===== src/rtl/metaball_compositor.sv =====
// metaball_compositor
// Walks the pixel grid one pixel at a time. For each pixel it broadcasts the
// sample coordinate with a start strobe, gathers one field value from every
// metaball channel, sums them with saturation, thresholds the sum to a 3-bit
// colour and writes that colour into the top or bottom half-buffer. After the
// last pixel of the frame it raises a one-cycle buffer-swap pulse.
//
// Channel protocol: px_stb is a one-cycle "start this pixel" strobe. Each
// channel answers with a one-cycle mb_vld[i] pulse carrying mb_val[i], at any
// later cycle and in any order. There is no back-pressure, so no ready signal
// exists. Pulses are only accepted while waiting for results. A repeat pulse
// on a channel that already answered replaces its value.
//
// Ports:
//   clk, rst             clock, synchronous active-high reset
//   frame_go             start one frame pass (sampled only when idle)
//   mb_vld / mb_val      per-channel result pulses and Q16.16 values
//   px_stb               start-of-pixel strobe
//   p_x, p_y             Q16.16 sample coordinate
//   w_en_top, w_en_btm   half-buffer write enables
//   w_addr, w_data       write address within the half, colour {R,G,B}
//   swap_en              end-of-frame buffer-swap pulse
//   busy                 high while a frame pass is in progress
//   dbg_state            current FSM state, for observation only
module metaball_compositor #(
  parameter int          N_BALLS    = 2,
  parameter int          COLS       = 32,
  parameter int          ROWS       = 32,
  parameter logic [31:0] STEP       = 32'h0000_8000,
  parameter logic [31:0] THR_LO     = 32'h0000_8000,
  parameter logic [31:0] THR_HI     = 32'h0001_0000,
  parameter int          COLOR_MODE = 0,
  parameter int          AW         = $clog2(COLS*ROWS/2)
) (
  input  logic                  clk,
  input  logic                  rst,
  input  logic                  frame_go,
  input  logic [N_BALLS-1:0]    mb_vld,
  input  logic [32*N_BALLS-1:0] mb_val,
  output logic                  px_stb,
  output logic [31:0]           p_x,
  output logic [31:0]           p_y,
  output logic                  w_en_top,
  output logic                  w_en_btm,
  output logic [AW-1:0]         w_addr,
  output logic [2:0]            w_data,
  output logic                  swap_en,
  output logic                  busy,
  output logic [2:0]            dbg_state
);

  localparam int          SW       = 32 + $clog2(N_BALLS+1);
  localparam int          CW       = (COLS > 1) ? $clog2(COLS) : 1;
  localparam int          RW       = (ROWS > 1) ? $clog2(ROWS) : 1;
  localparam logic [31:0] HALF     = 32'(ROWS/2);
  localparam logic [31:0] COLS_W   = 32'(COLS);
  localparam logic [CW-1:0] COL_LAST = CW'(COLS-1);
  localparam logic [RW-1:0] ROW_LAST = RW'(ROWS-1);

  typedef enum logic [2:0] {
    S_IDLE  = 3'd0,
    S_ISSUE = 3'd1,
    S_WAIT  = 3'd2,
    S_WRITE = 3'd3,
    S_SWAP  = 3'd4
  } state_t;

  state_t           state;
  logic [CW-1:0]    col;
  logic [RW-1:0]    row;
  logic [N_BALLS-1:0] got;
  logic [31:0]      cap [N_BALLS];

  logic [31:0]      eff [N_BALLS];
  logic [N_BALLS-1:0] got_n;
  logic [SW-1:0]    sum_c;
  logic [31:0]      sat_c;
  logic [2:0]       color_c;
  logic             row_top;
  logic [31:0]      row_in_half;
  logic [AW-1:0]    addr_c;
  logic [CW-1:0]    col_nx;
  logic [RW-1:0]    row_nx;
  logic             frame_end;

  // The transition into WRITE happens in the same cycle the last result
  // arrives, so the sum must see this cycle's pulses merged over the captured
  // values (eff) rather than only the registered copies.
  always_comb begin
    sum_c = '0;
    for (int i = 0; i < N_BALLS; i++) begin
      eff[i] = mb_vld[i] ? mb_val[32*i +: 32] : cap[i];
      sum_c  = sum_c + SW'(eff[i]);
    end
    got_n = got | mb_vld;
    sat_c = (sum_c > SW'(32'hFFFF_FFFF)) ? 32'hFFFF_FFFF : sum_c[31:0];

    if (COLOR_MODE == 1)
      color_c = (sat_c >= THR_HI) ? 3'b111 : (sat_c >= THR_LO) ? 3'b100 : 3'b000;
    else
      color_c = (sat_c >= THR_LO) ? 3'b111 : 3'b000;

    row_top     = (32'(row) < HALF);
    row_in_half = row_top ? 32'(row) : 32'(row) - HALF;
    addr_c      = AW'(row_in_half * COLS_W + 32'(col));

    frame_end = (col == COL_LAST) && (row == ROW_LAST);
    col_nx    = (col == COL_LAST) ? '0 : col + CW'(1);
    row_nx    = (col != COL_LAST) ? row : (row == ROW_LAST) ? '0 : row + RW'(1);
  end

  always_ff @(posedge clk) begin
    if (rst) begin
      state    <= S_IDLE;
      col      <= '0;
      row      <= '0;
      got      <= '0;
      for (int i = 0; i < N_BALLS; i++) cap[i] <= '0;
      p_x      <= '0;
      p_y      <= '0;
      w_addr   <= '0;
      w_data   <= '0;
      px_stb   <= 1'b0;
      w_en_top <= 1'b0;
      w_en_btm <= 1'b0;
      swap_en  <= 1'b0;
      busy     <= 1'b0;
    end else begin
      // Strobes are single-cycle: cleared every cycle unless re-asserted below.
      px_stb   <= 1'b0;
      w_en_top <= 1'b0;
      w_en_btm <= 1'b0;
      swap_en  <= 1'b0;
      case (state)
        S_IDLE: begin
          if (frame_go) begin
            state  <= S_ISSUE;
            col    <= '0;
            row    <= '0;
            p_x    <= '0;
            p_y    <= '0;
            px_stb <= 1'b1;
            busy   <= 1'b1;
          end
        end
        S_ISSUE: begin
          got   <= '0;
          state <= S_WAIT;
        end
        S_WAIT: begin
          got <= got_n;
          for (int i = 0; i < N_BALLS; i++) cap[i] <= eff[i];
          if (&got_n) begin
            state    <= S_WRITE;
            w_en_top <= row_top;
            w_en_btm <= !row_top;
            w_addr   <= addr_c;
            w_data   <= color_c;
          end
        end
        S_WRITE: begin
          col <= col_nx;
          row <= row_nx;
          if (frame_end) begin
            state   <= S_SWAP;
            swap_en <= 1'b1;
          end else begin
            state  <= S_ISSUE;
            px_stb <= 1'b1;
            p_x    <= 32'(col_nx) * STEP;
            p_y    <= 32'(row_nx) * STEP;
          end
        end
        S_SWAP: begin
          state <= S_IDLE;
          busy  <= 1'b0;
        end
        default: state <= S_IDLE;
      endcase
    end
  end

  assign dbg_state = state;

endmodule

===== config.mk =====
export PLATFORM = sky130hd
export DESIGN_NAME = metaball_compositor
export DESIGN_NICKNAME = d
export VERILOG_FILES = /design/src/rtl/metaball_compositor.sv
export SDC_FILE = /design/constraint.sdc
export NUM_CORES = 1
export LEC_CHECK = 0
export BUFFER_PORTS_ARGS = -buffer_cell sky130_fd_sc_hd__buf_4
export CORE_ASPECT_RATIO = 1.1
export CORE_MARGIN = 2
export CORE_UTILIZATION = 45
export DETAILED_ROUTE_END_ITERATION = 6
export PLACE_DENSITY = 0.81
export SYNTH_ARGS = -nofsm -noshare
export SYNTH_HDL_FRONTEND = slang
export SYNTH_SLANG_ARGS = --single-unit

===== constraint.sdc =====
create_clock -name clk -period 3 [get_ports clk]
set_input_delay 0 -clock clk [delete_from_list [all_inputs] [get_ports clk]]
set_output_delay 0 -clock clk [all_outputs]
set_load 0.03 [all_outputs]

=== Yosys cells after proc, flatten, opt, wreduce, memory -nomap -nowiden ===
Memories as Yosys holds them, arrays and structs flattened.
Cells that the tools add are included.

* Register bits after elaboration: 96
* RAM bits: 64
* Output and inout bits: 84
* Logic and storage cells: 86
* Memories kept: 1

* Add/subtract/negate cells: 5
* Order comparisons: 3
* Eq/ne operators: 10
* Multiplexer cells: 34
* Bitwise gates (word level): 6
* Reductions and logical operators: 14

{| class="wikitable"
|+ Memory list
! name !! words !! bits a word !! rd ports !! clocked after memory_dff !! wr ports !! RTL line !! source
|-
| cap || 2 || 32 || 2 || 0 || 2 || 72 || <nowiki>logic [31:0] cap [N_BALLS];</nowiki>
|}

{| class="wikitable"
|+ Operator list
! cell !! number
|-
| $mux W32 || 8
|-
| $pmux W32 S2 || 2
|-
| $add A32 B32 Y33 || 1
|-
| $gt A33 B32 Y1 const B || 1
|-
| $ge A32 B16 Y1 const B || 1
|-
| $mux W5 || 4
|-
| $pmux W5 S2 || 2
|-
| $mux W3 || 4
|-
| $pmux W3 S4 || 1
|-
| $add A5 B1 Y5 const B || 2
|-
| $eq A5 B5 Y1 const B || 2
|-
| $add A9 B5 Y9 || 1
|-
| $mux W1 || 9
|-
| $reduce_and A2 Y1 || 4
|-
| $eq A3 B2 Y1 const B || 2
|-
| $ne A2 B2 Y1 const B || 3
|-
| $reduce_and A3 Y1 || 2
|-
| $reduce_bool A2 Y1 || 3
|-
| $lt A5 B5 Y1 const B || 1
|-
| $ne A5 B5 Y1 const B || 1
|-
| $mux W4 || 1
|-
| $pmux W1 S2 || 2
|-
| $pmux W2 S2 || 1
|-
| $sub A4 B1 Y4 const B || 1
|-
| 10 further kinds || 13
|}

=== Logic depth before layout (Yosys ltp) ===
Gate-level depths: netlist (run 1).
An unclocked memory read counts as a cell.

* Depth after elaboration: 7
* Gate-level depth with buffers: 15
* Depth with buffers taken out: 13

=== Worst setup path before layout (run 1) ===
Ideal clock, no wire load.

* Path kind: input -> register
* Start point: in mb_vld[1]
* End point: reg w_data[1]
* Setup time: 0.120 ns
* Data arrival time: 3.167 ns
* Required time: 2.880 ns
* Path slack: -0.287 ns
* Stages: 13
* Cells stage by stage: clkbuf_1 > clkbuf_1 > mux2_2 > ha_1 > nand2_1 > o211a_1 > o31a_1 > a311oi_4 > o21a_2 > o21ai_1 > a2111oi_2 > nand4_1 > o31a_1

{| class="wikitable"
|+ RTL lines
! what !! RTL line !! source
|-
| start: declaration || 38 || <nowiki>input logic [N_BALLS-1:0] mb_vld,</nowiki>
|-
| end signal: assignment || 158 || <nowiki>w_data <= color_c;</nowiki>
|-
| end: declaration || 46 || <nowiki>output logic [2:0] w_data,</nowiki>
|}

==> results_dict.tcl, run 1 <==
set metrics [dict create \
    status "finished with violations" \
    violations "negative setup slack" \
    die_h_um 134 \
    cts_tree "built" \
    netlist_area_um2 6870 \
    antenna_found_initial 0 \
    synth_area_leaders "edfxtp_1 28%, dfxtp_1 12%, mux2_2 10%" \
    p_comb_frac 0.320 \
    p_seq_frac 0.387 \
    post-place-ws_ns -0.211 \
    grt_overflow 0 \
    maxCapViolCount 0 \
    antenna_cells 0 \
    yosysTopAreaCell "edfxtp_1" \
    seq_area_frac_synth 0.397 \
    track_usage 0.209 \
    syn-mean-instance-area_um2 9.75 \
    power-per-cell-area_nw_per_um2 499 \
    critPathSlowestCell "edfxtp_1" \
    dr.pass1.iters 5 \
    port-buffer-count 98 \
    cp_max_fo 5 \
    power.switching_mw 1.42 \
    synth_cell_types 65 \
    clock_latency_ns 0.36 \
    die_w_um 122 \
    initial_core_util 0.458 \
    cts.path.max_buffers 2 \
    worst_ep_arrival_time_ns 3.33 \
    slew_headroom 0.474 \
    rsz0062_at_grt "true" \
    dieArea_um2 16300 \
    grt_pass1_vias 5552 \
    worstMarginPinSlew_ns 0.786 \
    ant_nets 0 \
    wl_mm 16.9 \
    dp_hpwl_mm 12.3 \
    synth.ff_latch_count 104 \
    endpoint_kind "flop" \
    netSwitchingFraction 0.333 \
    drive_gt1_frac 0.335 \
    setup_ws_ns -0.0790 \
    row_count 47 \
    clockPowerShare 0.293 \
    cts_max_level 3 \
    slowest_delay_ns 0.38 \
    vias 5612 \
    hold_path.class "in2reg" \
    syn_inst 704 \
    power_leakage_nw 3.59 \
    grt_pass1_wl_mm 27.2 \
    nNetsFinal 961 \
    cts_buffers 9 \
    vias_per_cell 5.31 \
    final_cell_mix "178 x buf_4, 65 x nor2b_1, 64 x edfxtp_1" \
    core_area_um2 15000 \
    finalWeightedCongestion 0.874 \
    synth_edf_count 64 \
    drc 0 \
    synth_top_area_share 0.280 \
    setup_violations 1 \
    ir_drop_mv 0.331 \
    final_common_cell "buf_4" \
    critPathLaunchType "flop" \
    path_class "reg2reg" \
    postSynth.asyncResetShare 0 \
    cpMostUsedCell "o31a_1" \
    fill_cells 1261 \
    slew_violations 0 \
    avgRoutedWirePerCell_um 16.0 \
    finClkSkew_ns 0.00796 \
    boundaryPins 153 \
    grt_max_degree 65 \
    hold_slack_ns 0.0320 \
    post-route-period-util 1.03 \
    cts.sinks 104 \
    max_freq_ghz 0.325 \
    synthFlopType "edfxtp_1" \
    hold_violations 0 \
    cp.required_ns 3.25 \
    cts.clk_slew.worst_paths_ns 0.08 \
    root_buffer "clkbuf_16" \
    fin_crit_ns 3.08 \
    drtIter0Drc 411 \
    crit_chain "mux2_4 > ha_4 > nand2_2 > o211a_1 > o31a_1 > a311oi_4 > a31oi_2 > o2bb2ai_2 > a2111oi_2 > nand4_1 > o31a_1" \
    ys_warn_count 0 \
    internal_power_mw 2.85 \
    syn2layout_area_growth_pct 24.7 \
]
==> logic make-up (layout without fill, tap and decap cells) <==
family,count (synthesis),in the layout,share of synthesized area
multiplexers,82,82,0.131
flip-flops,104,104,0.397
AND/OR/NAND/NOR,230,230,0.171
AO/OA/AOI/OAI,132,132,0.126
buffers and inverters,107,210,0.0927
XOR/XNOR,11,11,0.0140
other,1,54,0.000546
adder cells (fa/ha/maj),37,37,0.0685
==> worst max-delay path: cells and delay by family, from the launching register on <==
kind            cells  cell delay, ns
flops               1            0.38
compound gates      7            1.80
mux                 1            0.30
fa+ha+maj           1            0.30
simple gates        2            0.19
==> power groups by stage <==
stage | Combinational, mW | Sequential (mW) | Clock [mW]
final | 1.37 | 1.65 | 1.25
after global routing | 1.48 | 1.66 | 1.32
after CTS | 1.33 | 1.65 | 1.28
after detailed placement | 1.28 | 1.69 | 0
after global placement | 1.27 | 1.68 | 0
after floorplan | 0.888 | 1.69 | 0
==> per-stage QoR <==
stage,instance area (um2),std cells,setup TNS [ns],power [mW],utilization
6_report,8570,1056,-0.0790,4.27,0.571
5_1_grt,8570,1056,-0.193,4.47,0.571
2_1_floorplan,7110,757,0,2.57,-
3_3_place_gp,8080,1036,-0.168,2.95,0.539
3_5_place_dp,8080,1036,-0.211,2.97,0.539
4_1_cts,8500,1055,-0.0639,4.26,0.567
==> final cells by class <==
| type | instances | area (um2) | area share |
|---|---|---|---|
| multi-input combinational | 546 | 3850 | 0.450 |
| sequential | 104 | 2720 | 0.318 |
| timing repair buffer | 180 | 1380 | 0.161 |
| tap | 196 | 245 | 0.0286 |
| clock buffer | 9 | 225 | 0.0263 |
| clock inverter | 7 | 88.8 | 0.0104 |
| inverter | 14 | 52.6 | 0.00613 |
==> cells in the mapped netlist (5+ instances only) <==
| library cell | count |
|---|---|
| nand2_1 | 47 |
| nor2b_1 | 65 |
| a21oi_1 | 53 |
| xnor2_1 | 7 |
| dfxtp_1 | 40 |
| nand3_1 | 14 |
| mux2_2 | 63 |
| a21o_1 | 7 |
| nor3b_1 | 5 |
| nor2_1 | 49 |
| inv_1 | 14 |
| nand2b_1 | 5 |
| o21ai_0 | 19 |
| nand4_1 | 13 |
| edfxtp_1 | 64 |
| ha_1 | 36 |
| o21a_1 | 6 |
| mux2i_1 | 19 |
| nor3_1 | 17 |
| buf_4 | 58 |
| clkbuf_1 | 28 |
==> registers in the layout, summed over array words and instances, names as in the netlist <==
name       cells
w_data         1
p_x            5
p_y            5
dbg_state      3
w_en_top       1
col            5
cap           64
px_stb         1
swap_en        1
busy           1
w_en_btm       1
row            5
w_addr         9
got            2
==> routing by layer <==
metal / vias up / track usage / routed length [um]
li1: 2723 / - / -
met1: 2695 / 0.263 / 7380
met2: 170 / 0.365 / 8510
met3: 24 / 0.0351 / 721
met4: 0 / 0.0607 / 294
met5: - / 0 / 0
==> worst paths after layout <==
| path | from | end | slack, ns | cells after the start |
|---|---|---|---|---|
| min | mb_val[33] | cap[0][33] | 0.03 | 3 |
| max | cap[0][10] | w_data[1] | -0.08 | 11 |
| max reg2reg | cap[0][10] | w_data[1] | -0.08 | 11 |
| min reg2reg | p_y[17] | p_y[17] | 0.46 | 2 |
==> what timing repair did <==
item	in CTS	in global routing
resized for setup	12	10
gates cloned	0	0
pin swaps	8	3
endpoints found under the setup margin	1	1
hold buffers	0	0
buffers inserted	3	1
No activity file was read; power rests on OpenSTA's default activity.
==> run 2, diff against run 1 <==
--- a/config.mk
+++ b/config.mk
@@ -11,6 +11,7 @@
 export CORE_UTILIZATION = 45
 export DETAILED_ROUTE_END_ITERATION = 6
 export PLACE_DENSITY = 0.81
+export SETUP_SLACK_MARGIN = 0.3
 export SYNTH_ARGS = -nofsm -noshare
 export SYNTH_HDL_FRONTEND = slang
 export SYNTH_SLANG_ARGS = --single-unit
==> run 2 against run 1 <==
The flow still finishes with violations (negative setup slack); final area is 1.2% lower; critical endpoint unchanged; sequential power about the same; critical path depth grew 2; worst hold slack gained 0.017 ns; clock power about the same; combinational power fell by 3%; via count is 1.0% lower; utilization decreased by 0.71 points.
==> results_dict.tcl, run 2 (same netlist as run 1, synthesis figures left out) <==
set metrics [dict create \
    die_h_um 134 \
    finClkSkew_ns 0.0153 \
    cts.sinks 104 \
    fin_cells 1041 \
    slew_headroom 0.455 \
    utilization 0.564 \
    max_freq_ghz 0.328 \
    critPathLaunchType "flop" \
    reg_top3 "cap x64, w_addr x9" \
    grt_max_degree 65 \
    antenna_found_initial 0 \
    fin_crit_ns 3.05 \
    grt_overflow 0 \
    antenna_cells 0 \
    final_cell_mix "162 x buf_4, 65 x nor2b_1, 64 x edfxtp_1" \
    critPathSlowestCell "fa_1" \
    boundaryPins 153 \
    largest_register_ffs 64 \
    hold_start "rst" \
    port-buffer-count 98 \
    slew_violations 0 \
    ant_nets 0 \
    hold_violations 0 \
    cts_max_level 3 \
    cts_hold_buf 0 \
    worst_ep_arrival_time_ns 3.31 \
    cts.clk_slew.worst_paths_ns 0.09 \
    final_common_cell "buf_4" \
    power_leakage_nw 3.52 \
    dieArea_um2 16300 \
    drive_gt1_frac 0.324 \
    fin_area_um2 8460 \
    hold_path.class "in2reg" \
    syn2layout_area_growth_pct 23.2 \
    reg2reg_to "w_data[1]" \
    wl_mm 16.7 \
    tns_ns -0.0501 \
    cts.path.max_buffers 2 \
    r2r_slack_ns -0.05 \
    setup_violations 1 \
    drtIter0Drc 486 \
    regMostFlops "cap" \
    post-route-period-util 1.02 \
    finalWeightedCongestion 0.925 \
    worstMarginPinSlew_ns 0.814 \
    vias 5554 \
    maxCapViolCount 0 \
    nNetsFinal 946 \
    min_to "p_y[19]" \
    dr.pass1.iters 6 \
    place_area_um2 7990 \
    setup_ws_ns -0.0501 \
    clock_latency_ns 0.36 \
    status "finished with violations" \
    core_area_um2 15000 \
    path_class "reg2reg" \
    fill_cells 1299 \
    violations "negative setup slack" \
    crit_chain "mux2_2 > ha_1 > inv_1 > fa_1 > nand2b_1 > a21oi_1 > o211ai_1 > a21o_1 > a211o_1 > a31oi_1 > a2bb2oi_1 > nand4_1 > o31a_1" \
    die_w_um 122 \
    cp_max_fo 4 \
    cts_tree "built" \
    rr_startpoint "cap[0][0]" \
    dp_cells 1022 \
    dp_hpwl_mm 12.1 \
    slowest_delay_ns 0.35 \
    drc 0 \
    power-per-cell-area_nw_per_um2 499 \
    avgRoutedWirePerCell_um 16.0 \
    vias_per_cell 5.34 \
    multiInputGateArea_um2 3850 \
    hold_slack_ns 0.0486 \
    grt_pass1_wl_mm 26.4 \
    grt_pass1_vias 5328 \
    track_usage 0.202 \
    register_area_um2 2720 \
    cts_buffers 9 \
    rsz0062_at_grt "true" \
    initial_core_util 0.458 \
    ir_drop_mv 0.265 \
    endpoint_kind "flop" \
    row_count 47 \
    cp.required_ns 3.26 \
    whs_path_depth 2 \
    rr_worst_depth 13 \
    root_buffer "clkbuf_16" \
]
[run 2: worst max path at each step]
stage               start         to  slack (ns)  depth (start not counted)
3_5_place_dp    mb_vld[1]  w_data[1]       -0.12                         16
6_report        cap[0][0]  w_data[1]       -0.05                         13
2_1_floorplan   mb_vld[1]  w_data[1]        0.07                         13
5_1_grt         cap[0][0]  w_data[1]       -0.14                         13
4_1_cts        cap[0][10]  w_data[1]     -0.0006                         11
3_3_place_gp    mb_vld[1]  w_data[1]       -0.09                         16
[run 2: what timing repair did]
item,4_1_cts,5_1_grt
setup endpoints to repair,1,1
pin swaps,8,2
gates resized for setup,8,10
buffers inserted,2,1
[run 2: through the flow]
stage	setup WS [ns]	power [mW]
after floorplan	0.0748	2.57
after global placement	-0.0922	2.90
after detailed placement	-0.117	2.92
after CTS	-0.000587	4.19
after global routing	-0.145	4.41
final	-0.0501	4.22
[run 2: metal layers]
| layer | vias to the layer above | part of all wire | track usage |
|---|---|---|---|
| met5 | - | 0 | 0 |
| met4 | 0 | 0.027 | 0.0766 |
| met3 | 34 | 0.046 | 0.0313 |
| met2 | 173 | 0.49 | 0.346 |
| met1 | 2654 | 0.43 | 0.256 |
| li1 | 2693 | - | - |
[run 2: critical path, delay by kind of cell, from the launching register on]
family	cells	cell delay (ns)
AOI/OAI and AO/OA	7	1.62
adders and majority gates	2	0.52
DFF	1	0.32
and+or+nand+nor	2	0.26
muxes	1	0.16
buffers and inverters	1	0.06
[run 2: power breakdown]
group | leakage, nW | switching, mW | internal (mW) | total, mW
logic | 2.38 | 0.741 | 0.588 | 1.33
registers | 0.994 | 0.0338 | 1.62 | 1.65
clock network | 0.152 | 0.629 | 0.609 | 1.24
total | 3.52 | 1.40 | 2.81 | 4.22
[run 2: final cells by class]
type                       count  area share
multi-input combinational    546       0.455
tap                          196      0.0290
clock buffer                   9      0.0266
timing repair buffer         165       0.151
clock inverter                 7      0.0102
sequential                   104       0.322
inverter                      14     0.00621
==> run 3, diff against run 2 <==
--- a/config.mk
+++ b/config.mk
@@ -6,7 +6,6 @@
 export NUM_CORES = 1
 export LEC_CHECK = 0
 export BUFFER_PORTS_ARGS = -buffer_cell sky130_fd_sc_hd__buf_4
-export CORE_ASPECT_RATIO = 1.1
 export CORE_MARGIN = 2
 export CORE_UTILIZATION = 45
 export DETAILED_ROUTE_END_ITERATION = 6
==> run 3 against run 2 <==
The flow now finishes without violations; die area about the same; first-iteration DRC count down 34%; non-clock buffer count down 6; clock-buffer cell count up 1; global-route usage down 0.52 points; power down 1.3%; routed wire length down 3.9%; combinational power about the same; cell count down 1.3%; clock skew down 0.0038 ns; worst hold slack worse by 0.0043 ns; sequential share of layout area up 0.18 points; critical endpoint unchanged; largest cell class unchanged.
==> results_dict.tcl, run 3 (same netlist as run 1, synthesis figures left out) <==
set metrics [dict create \
    die_h_um 128 \
    p_seq_frac 0.396 \
    core_area_um2 15000 \
    max_freq_ghz 0.334 \
    avgRoutedWirePerCell_um 15.6 \
    cts.path.max_buffers 2 \
    clock_latency_ns 0.36 \
    die_w_um 128 \
    grt_pass1_wl_mm 25.6 \
    worst_ep_arrival_time_ns 3.26 \
    critPathSlowestCell "a311oi_4" \
    reg_top3 "cap x64, w_addr x9" \
    worstMarginPinSlew_ns 0.860 \
    wl_mm 16.0 \
    vias_per_cell 5.32 \
    finClkSkew_ns 0.0114 \
    dieArea_um2 16300 \
    crit_buf_inv 0 \
    power_leakage_nw 3.50 \
    cts_tree "built" \
    ir_drop_mv 0.357 \
    wl_met3_um 733 \
    met1_length_mm 7.44 \
    post-place-ws_ns -0.162 \
    dp_hpwl_mm 12.1 \
    fin_crit_ns 3.00 \
    drtIter0Drc 323 \
    regMostFlops "cap" \
    power.switching_mw 1.33 \
    top_layer "met4" \
    cts.clk_slew.worst_paths_ns 0.08 \
    dr.pass1.iters 5 \
    hold_slack_ns 0.0443 \
    power_mw 4.16 \
    row_count 45 \
    internal_power_mw 2.84 \
    finalWeightedCongestion 0.889 \
    rsz0062_at_grt "true" \
    cp_max_fo 4 \
    final_cell_mix "155 x buf_4, 65 x nor2b_1, 64 x edfxtp_1" \
    initial_core_util 0.457 \
    hold_violations 0 \
    grt_max_degree 47 \
    critPathLaunchType "flop" \
    cts_max_level 3 \
    crit_chain "mux2_4 > ha_4 > nand2_2 > o211a_1 > o31a_1 > a311oi_4 > o21a_2 > o21ai_2 > a2111oi_2 > nand4_1 > o31a_1" \
    cp.required_ns 3.26 \
    drive_gt1_frac 0.322 \
    track_usage 0.197 \
    boundaryPins 153 \
    largest_register_ffs 64 \
    slew_headroom 0.427 \
    setup_violations 0 \
    grt_pass1_vias 5219 \
    setup_ws_ns 0.00347 \
    cts_buffers 9 \
    maxCapViolCount 0 \
    cts_hold_buf 0 \
    nNetsFinal 940 \
    crit_family "compound AO/OA/AOI/OAI gates" \
    cpMostUsedCell "o31a_1" \
    syn2layout_area_growth_pct 22.5 \
    status "finished clean" \
    fill_cells 1281 \
    cts.sinks 104 \
    hold_path.class "in2reg" \
    clockPowerShare 0.283 \
    post-route-period-util 0.999 \
    vias 5460 \
    drc 0 \
    grt_overflow 0 \
    netSwitchingFraction 0.319 \
    port-buffer-count 98 \
    power-per-cell-area_nw_per_um2 495 \
    path_class "reg2reg" \
    dp_cells 1005 \
    p_comb_frac 0.321 \
    slew_violations 0 \
    ant_nets 0 \
    slowest_delay_ns 0.39 \
    wl_met2_mm 7.50 \
    fin_cells 1027 \
    root_buffer "clkbuf_16" \
    endpoint_kind "flop" \
    antenna_found_initial 0 \
    final_common_cell "buf_4" \
    antenna_cells 0 \
]
==> run 3: changes by cell type in the layout (fill, tap and decap cells not counted), sizes merged <==
cell | before | now
buf | 165 | 159
clkbuf | 9 | 10
clkinv | 1 | 3
inv | 20 | 17
==> run 3: per-stage QoR <==
step	cell area, um2	setup TNS, ns	util
2_1_floorplan	7120	0	-
3_3_place_gp	7930	-0.199	0.527
3_5_place_dp	7930	-0.162	0.527
4_1_cts	8360	0	0.556
5_1_grt	8410	-0.128	0.560
6_report	8410	0	0.560
==> run 3: path summary, 6_finish.rpt <==
kind / cells past startpoint / startpoint / slack [ns] / end
setup / recovery: 11 / cap[0][42] / 0.003 / w_data[1]
hold / removal: 2 / rst / 0.04 / got[0]
setup reg to reg: 11 / cap[0][42] / 0.003 / w_data[1]
hold reg to reg: 2 / p_y[18] / 0.46 / p_y[18]
==> run 3: layout make-up <==
cell class | instances | area [um2] | share of cell area
well taps | 188 | 235 | 0.0280
inverters | 14 | 52.6 | 0.00625
flip-flops and latches | 104 | 2720 | 0.324
repair buffers | 159 | 1240 | 0.148
multi-input cells | 546 | 3860 | 0.459
clock buffers | 10 | 250 | 0.0297
clock inverters | 6 | 47.5 | 0.00565
==> run 3: worst reg2reg max path, stage by stage (launching register included) <==
cell and delay, ns:
edfxtp_1 0.38, mux2_4 0.30, ha_4 0.29, nand2_2 0.05
o211a_1 0.21, o31a_1 0.29, a311oi_4 0.39, o21a_2 0.20
o21ai_2 0.07, a2111oi_2 0.35, nand4_1 0.12, o31a_1 0.24
==> run 3: repair_timing <==
action	4_1_cts	5_1_grt
pin swaps	11	1
gates resized for setup	12	9
setup buffers	4	2
endpoints found under the setup margin	1	1
cloned	0	0
==> run 3: metal layers <==
| metal | vias up | GRT usage |
|---|---|---|
| met5 | - | 0 |
| met4 | 0 | 0.0659 |
| met3 | 24 | 0.0302 |
| met2 | 152 | 0.318 |
| met1 | 2593 | 0.272 |
| li1 | 2691 | - |
==> run 3: power groups by stage <==
stage	clock [mW]	sequential, mW	combinational, mW
after detailed placement	0	1.68	1.24
final	1.18	1.65	1.34
after floorplan	0	1.68	0.890
after global routing	1.25	1.66	1.45
after CTS	1.19	1.65	1.30
after global placement	0	1.67	1.23
